## config.mk

```make
export PLATFORM = sky130hd
export DESIGN_NAME = seg2bin_decoder
export DESIGN_NICKNAME = d
export VERILOG_FILES = /design/src/rtl/seg_pkg.sv /design/src/rtl/seg_digit_decode.sv /design/src/rtl/seg2bin_decoder.sv
export SDC_FILE = /design/constraint.sdc
export NUM_CORES = 1
export LEC_CHECK = 0
export CORE_ASPECT_RATIO = 2
export CORE_MARGIN = 2
export CORE_UTILIZATION = 55
export CTS_CLUSTER_SIZE = 12
export DETAILED_ROUTE_END_ITERATION = 8
export HOLD_SLACK_MARGIN = 0.1
export PLACE_DENSITY = 0.75
export SKIP_CTS_REPAIR_TIMING = 1
export SYNTH_ARGS = -nofsm -noshare
export SYNTH_HDL_FRONTEND = slang
export SYNTH_SLANG_ARGS = --single-unit
```

## constraint.sdc

```tcl
create_clock -name clk -period 3.05 [get_ports clk]
set_input_delay 0.4575 -clock clk [delete_from_list [all_inputs] [get_ports clk]]
set_output_delay 0.4575 -clock clk [all_outputs]
set_load 0.1 [all_outputs]
```

## src/rtl/seg_pkg.sv

```systemverilog
// Shared seven-segment definitions: active-low digit/dash patterns, FSM states
// and the decoder result classification.
package seg_pkg;

   localparam logic [7:0] SEG_0    = 8'hC0;
   localparam logic [7:0] SEG_1    = 8'hF9;
   localparam logic [7:0] SEG_2    = 8'hA4;
   localparam logic [7:0] SEG_3    = 8'hB0;
   localparam logic [7:0] SEG_4    = 8'h99;
   localparam logic [7:0] SEG_5    = 8'h92;
   localparam logic [7:0] SEG_6    = 8'h82;
   localparam logic [7:0] SEG_7    = 8'hF8;
   localparam logic [7:0] SEG_8    = 8'h80;
   localparam logic [7:0] SEG_9    = 8'h98;
   localparam logic [7:0] SEG_DASH = 8'hBF;

   localparam logic [6:0] VALUE_OVF = 7'd127;

   typedef enum logic [1:0] {
      IDLE,
      DECODE,
      ACC,
      DONE
   } state_e;

   typedef enum logic [1:0] {
      RES_OK,
      RES_OVF,
      RES_ERR
   } result_e;

endpackage

```

## src/rtl/seg_digit_decode.sv

```systemverilog
// Combinational decode of one active-low segment pattern into a BCD digit.
// Only exact 8-bit matches are legal; a lit decimal point makes the code illegal.
module seg_digit_decode
   import seg_pkg::*;
(
   input  logic [7:0] pattern,
   output logic [3:0] digit,
   output logic       is_dash,
   output logic       illegal
);

   // NOTE: every output gets a default before the case, so no path leaves one unassigned and no latch is inferred.
   always_comb begin
      digit   = 4'd0;
      is_dash = 1'b0;
      illegal = 1'b0;
      case (pattern)
         SEG_0:    digit = 4'd0;
         SEG_1:    digit = 4'd1;
         SEG_2:    digit = 4'd2;
         SEG_3:    digit = 4'd3;
         SEG_4:    digit = 4'd4;
         SEG_5:    digit = 4'd5;
         SEG_6:    digit = 4'd6;
         SEG_7:    digit = 4'd7;
         SEG_8:    digit = 4'd8;
         SEG_9:    digit = 4'd9;
         SEG_DASH: is_dash = 1'b1;
         default:  illegal = 1'b1;
      endcase
   end

endmodule

```

## src/rtl/seg2bin_decoder.sv

```systemverilog
// Converts a captured two-digit seven-segment display reading into binary by
// repeated addition of ten, flagging overflow (-- --) and illegal/mixed patterns.
module seg2bin_decoder
   import seg_pkg::*;
(
   input  logic       clk,
   input  logic       reset,
   input  logic       start,
   input  logic [7:0] seg0,
   input  logic [7:0] seg1,
   output logic       busy,
   output logic       done,
   output logic [6:0] value,
   output logic       gt99,
   output logic       err
);

   state_e     state_q, state_d;
   result_e    kind_q,  kind_d;
   logic [7:0] seg0_q,  seg0_d;
   logic [7:0] seg1_q,  seg1_d;
   logic [6:0] acc_q,   acc_d;
   logic [3:0] cnt_q,   cnt_d;
   logic       done_q,  done_d;
   logic [6:0] value_q, value_d;
   logic       gt99_q,  gt99_d;
   logic       err_q,   err_d;

   logic [3:0] ones_digit, tens_digit;
   logic       ones_dash,  tens_dash;
   logic       ones_ill,   tens_ill;

   seg_digit_decode u_ones (
      .pattern (seg0_q),
      .digit   (ones_digit),
      .is_dash (ones_dash),
      .illegal (ones_ill)
   );

   seg_digit_decode u_tens (
      .pattern (seg1_q),
      .digit   (tens_digit),
      .is_dash (tens_dash),
      .illegal (tens_ill)
   );

   always_comb begin
      state_d = state_q;
      kind_d  = kind_q;
      seg0_d  = seg0_q;
      seg1_d  = seg1_q;
      acc_d   = acc_q;
      cnt_d   = cnt_q;
      done_d  = 1'b0;
      value_d = value_q;
      gt99_d  = gt99_q;
      err_d   = err_q;

      case (state_q)
         IDLE: begin
            if (start) begin
               seg0_d  = seg0;
               seg1_d  = seg1;
               state_d = DECODE;
            end
         end

         DECODE: begin
            if (ones_ill || tens_ill || (ones_dash ^ tens_dash)) begin
               acc_d   = 7'd0;
               cnt_d   = 4'd0;
               kind_d  = RES_ERR;
               state_d = DONE;
            end else if (ones_dash && tens_dash) begin
               acc_d   = VALUE_OVF;
               cnt_d   = 4'd0;
               kind_d  = RES_OVF;
               state_d = DONE;
            end else begin
               acc_d   = {3'b000, ones_digit};
               cnt_d   = tens_digit;
               kind_d  = RES_OK;
               state_d = ACC;
            end
         end

         // One ten per cycle; max 9 + 9*10 = 99 fits 7 bits.
         ACC: begin
            if (cnt_q == 4'd0) begin
               state_d = DONE;
            end else begin
               acc_d = acc_q + 7'd10;
               cnt_d = cnt_q - 4'd1;
            end
         end

         // Results are registered here so they stay stable until the next done.
         DONE: begin
            done_d  = 1'b1;
            value_d = acc_q;
            gt99_d  = (kind_q == RES_OVF);
            err_d   = (kind_q == RES_ERR);
            state_d = IDLE;
         end

         default: state_d = IDLE;
      endcase
   end

   // NOTE: sequential state uses non-blocking assignments so every flop samples pre-edge values.
   always_ff @(posedge clk) begin
      if (reset) begin
         state_q <= IDLE;
         kind_q  <= RES_OK;
         seg0_q  <= 8'h00;
         seg1_q  <= 8'h00;
         acc_q   <= 7'd0;
         cnt_q   <= 4'd0;
         done_q  <= 1'b0;
         value_q <= 7'd0;
         gt99_q  <= 1'b0;
         err_q   <= 1'b0;
      end else begin
         state_q <= state_d;
         kind_q  <= kind_d;
         seg0_q  <= seg0_d;
         seg1_q  <= seg1_d;
         acc_q   <= acc_d;
         cnt_q   <= cnt_d;
         done_q  <= done_d;
         value_q <= value_d;
         gt99_q  <= gt99_d;
         err_q   <= err_d;
      end
   end

   assign busy  = (state_q != IDLE);
   assign done  = done_q;
   assign value = value_q;
   assign gt99  = gt99_q;
   assign err   = err_q;

endmodule

```

==> flow_summary.ini <==
[run_status]
status = completed

[sta]
period_needed_ns = 2.42
setup_violations = 0
slew_violations = 0
relSlewSlack = 0.565
timing.fmax_ghz = 0.413
fin_skew_ns = 0.00797
min_period_over_period = 0.794
tightest_slew_ns = 0.647
fin_ws_ns = 0.627
hold_violations = 0
tns_ns = 0
rsz0062_at_grt = false

[yosys]
synthTopCellsByCount = nand2_1 (44), dfxtp_1 (41), nor2_1 (32)
synth_fa_ha_area_frac = 0.0422
synth.net_count = 330
ys_seq_area_frac = 0.346
synth_warnings = 0
synth_compound_gate_area_share = 0.196
synth_edf_count = 0
synth-seq-cells = 41
synth_top_area_frac = 0.346
synthCells = 303
yosysMostFrequentCell = nand2_1
synthSimpleGateAreaFrac = 0.296
synth-xor-area-share = 0.0296
synth_top_family_by_area = simple AND/OR/NAND/NOR gates
synth_area_um2 = 2370
synth_top_cell_by_area = dfxtp_1
synth_flop_cell = dfxtp_1
synthMuxAreaShare = 0.0380
yosysUniqueCellTypes = 53
synthTopCellsByArea = dfxtp_1 (35%), nand2_1 (7.0%), a21oi_1 (6.1%)
synth-async-reset-ratio = 0
syn_avg_cell_area_um2 = 7.82

[finish]
nets = 349
area_growth_pct = 14.9
insertedDiodeCount = 0
layout-drive-gt1-share = 0.0960
fin_cells = 375

[drt]
wire_per_inst_um = 14.9
wirelength_um = 5600
wl_met3_um = 115
first_pass_iters = 4
wl_met2_um = 3020
vias = 2184
drc = 0
m1WireLength_um = 2340
antenna_left = 0
drtIter0Drc = 43
via_per_inst = 5.82
dr.max_layer_used = met4

[place]
placedCellCount = 367
dp_slack_ns = 0.651
dp_hpwl_um = 4120
gp_congestion = 0.924
portBuffers = 29

[grt]
grt_pass1_vias = 2074
grt_use_total = 0.245
grt_max_degree = 20
antenna_found_initial = 0
overflow = 0
grt_pass1_wl_um = 9480

[pwr]
swShare = 0.428
pwr-share-seq = 0.394
comb_power_share = 0.427
switchingPower_uw = 819
vdd_ir_drop_max_uv = 936
power_density_nw_per_um2 = 703
intPower_mw = 1.10
leakage_nw = 0.971
clockPowerShare = 0.178

[cts]
cts_made_buffers = 5
h-tree-depth = 2
clk_latency_ns = 0.29
clkSlewWorstSetupHoldPaths_ns = 0.08
numClockSinks = 41
clk_path_buf_depth = 2
cts_tree = done
root_buffer = clkbuf_8

[die]
pin_count = 30
die_w_um = 50.4
rows = 33
coreArea_um2 = 4130
start_util = 0.574
dieArea_um2 = 4880
fp.dieH_um = 96.8

[min_path]
whs_path_depth = 2
worstHoldEndpoint = err$_SDFFE_PP0P_
hold_class = flop to flop
hold_path_startpoint = err$_SDFFE_PP0P_

[setup_path]
reg2reg_depth = 6
ff2ff_setup_slack_ns = 0.63
critPathKind = flop to flop
rr_endpoint = acc_q[3]$_SDFFE_PP0P_
required_ns = 3.27
critPathLaunchType = flop
path_max_fanout = 9
timing.rr.start = seg0_q[1]$_SDFFE_PP0P_
arrival_ns = 2.64
cp-end-kind = flop

[job]
maxCapViolCount = 0
## placed cells by master, fill, tap and decap left out, types with 2 or more instances in the layout
master,n
clkdlybuf4s50_1,18
nand2_1,44
a31oi_1,2
a211oi_2,2
nor3_1,8
xnor2_1,7
clkbuf_1,3
a211oi_1,4
nor4_1,2
nor4b_1,5
nand3_1,5
o211ai_1,4
nor2b_1,8
o31ai_1,3
dfxtp_1,41
inv_1,8
clkbuf_8,5
o21a_1,2
or4_1,3
nand3b_1,5
o32ai_1,2
o21ai_0,10
buf_4,16
nor2_1,32
mux2i_1,9
a21o_1,2
nand4_1,4
ha_1,8
or2_2,2
nand2b_1,6
a31o_2,2
a21oi_1,29
nand4b_1,2
## through the flow
stage / area, um^2 / power, mW / hold WS, ns / util
after detailed placement: 2640 / 1.58 / 0.471 / 0.640
after global routing: 2720 / 2.05 / 0.504 / 0.659
after floorplan: 2370 / 1.38 / 0.454 / -
final: 2720 / 1.92 / 0.477 / 0.659
after global placement: 2640 / 1.56 / 0.465 / 0.640
after CTS: 2720 / 1.93 / 0.482 / 0.659
## power groups by stage
| stage | combinational [mW] | sequential (mW) | clock (mW) |
|---|---|---|---|
| floorplan | 0.664 | 0.721 | 0 |
| global placement | 0.802 | 0.762 | 0 |
| detailed placement | 0.816 | 0.764 | 0 |
| CTS | 0.817 | 0.753 | 0.355 |
| global route | 0.907 | 0.771 | 0.371 |
| finish | 0.818 | 0.755 | 0.342 |
## layer usage
layer	GRT usage	up-vias
li1	-	1112
met1	0.265	1028
met2	0.452	34
met3	0.0340	10
met4	0.104	0
met5	0	-
## cell families (layout without fill, tap and decap cells)
| group | count (synthesis) | after routing |
|---|---|---|
| xor gates and xnor gates | 8 | 8 |
| buffers and inverters | 30 | 50 |
| adders and majority gates | 8 | 8 |
| and+or+nand+nor | 136 | 136 |
| DFF | 41 | 41 |
| muxes | 9 | 9 |
| AOI/OAI and AO/OA | 71 | 71 |
## critical path: stages (launching register included)
cell       delay, ns
dfxtp_1         0.46
or3b_1          0.39
a2111oi_2       0.38
nor3_1          0.09
a31o_1          0.28
or4_1           0.53
a211oi_2        0.22
## worst max-delay path by stage
stage,start,to
CTS,seg0_q[1]$_SDFFE_PP0P_,acc_q[3]$_SDFFE_PP0P_
global route,seg0_q[1]$_SDFFE_PP0P_,acc_q[3]$_SDFFE_PP0P_
finish,seg0_q[1]$_SDFFE_PP0P_,acc_q[3]$_SDFFE_PP0P_
global placement,seg0_q[1]$_SDFFE_PP0P_,acc_q[3]$_SDFFE_PP0P_
detailed placement,seg0_q[1]$_SDFFE_PP0P_,acc_q[3]$_SDFFE_PP0P_
floorplan,seg0_q[1]$_SDFFE_PP0P_,acc_q[3]$_SDFFE_PP0P_
## area by class of cell
cell class                 instances  area, um^2
tap                               52        65.1
clock buffer                       8        80.1
multi-input combinational        232        1430
sequential                        41         821
fill                             392        1410
inverter                           8        30.0
timing repair buffer              34         300
## registers in the layout, indices dropped and copies added (netlist names)
name and cells:
done 1, kind_q 2, err 1, seg1_q 8, acc_q 7, gt99 1, cnt_q 4, seg0_q 8
state_q 2, value 7
Power figures use the tool's default switching activity.
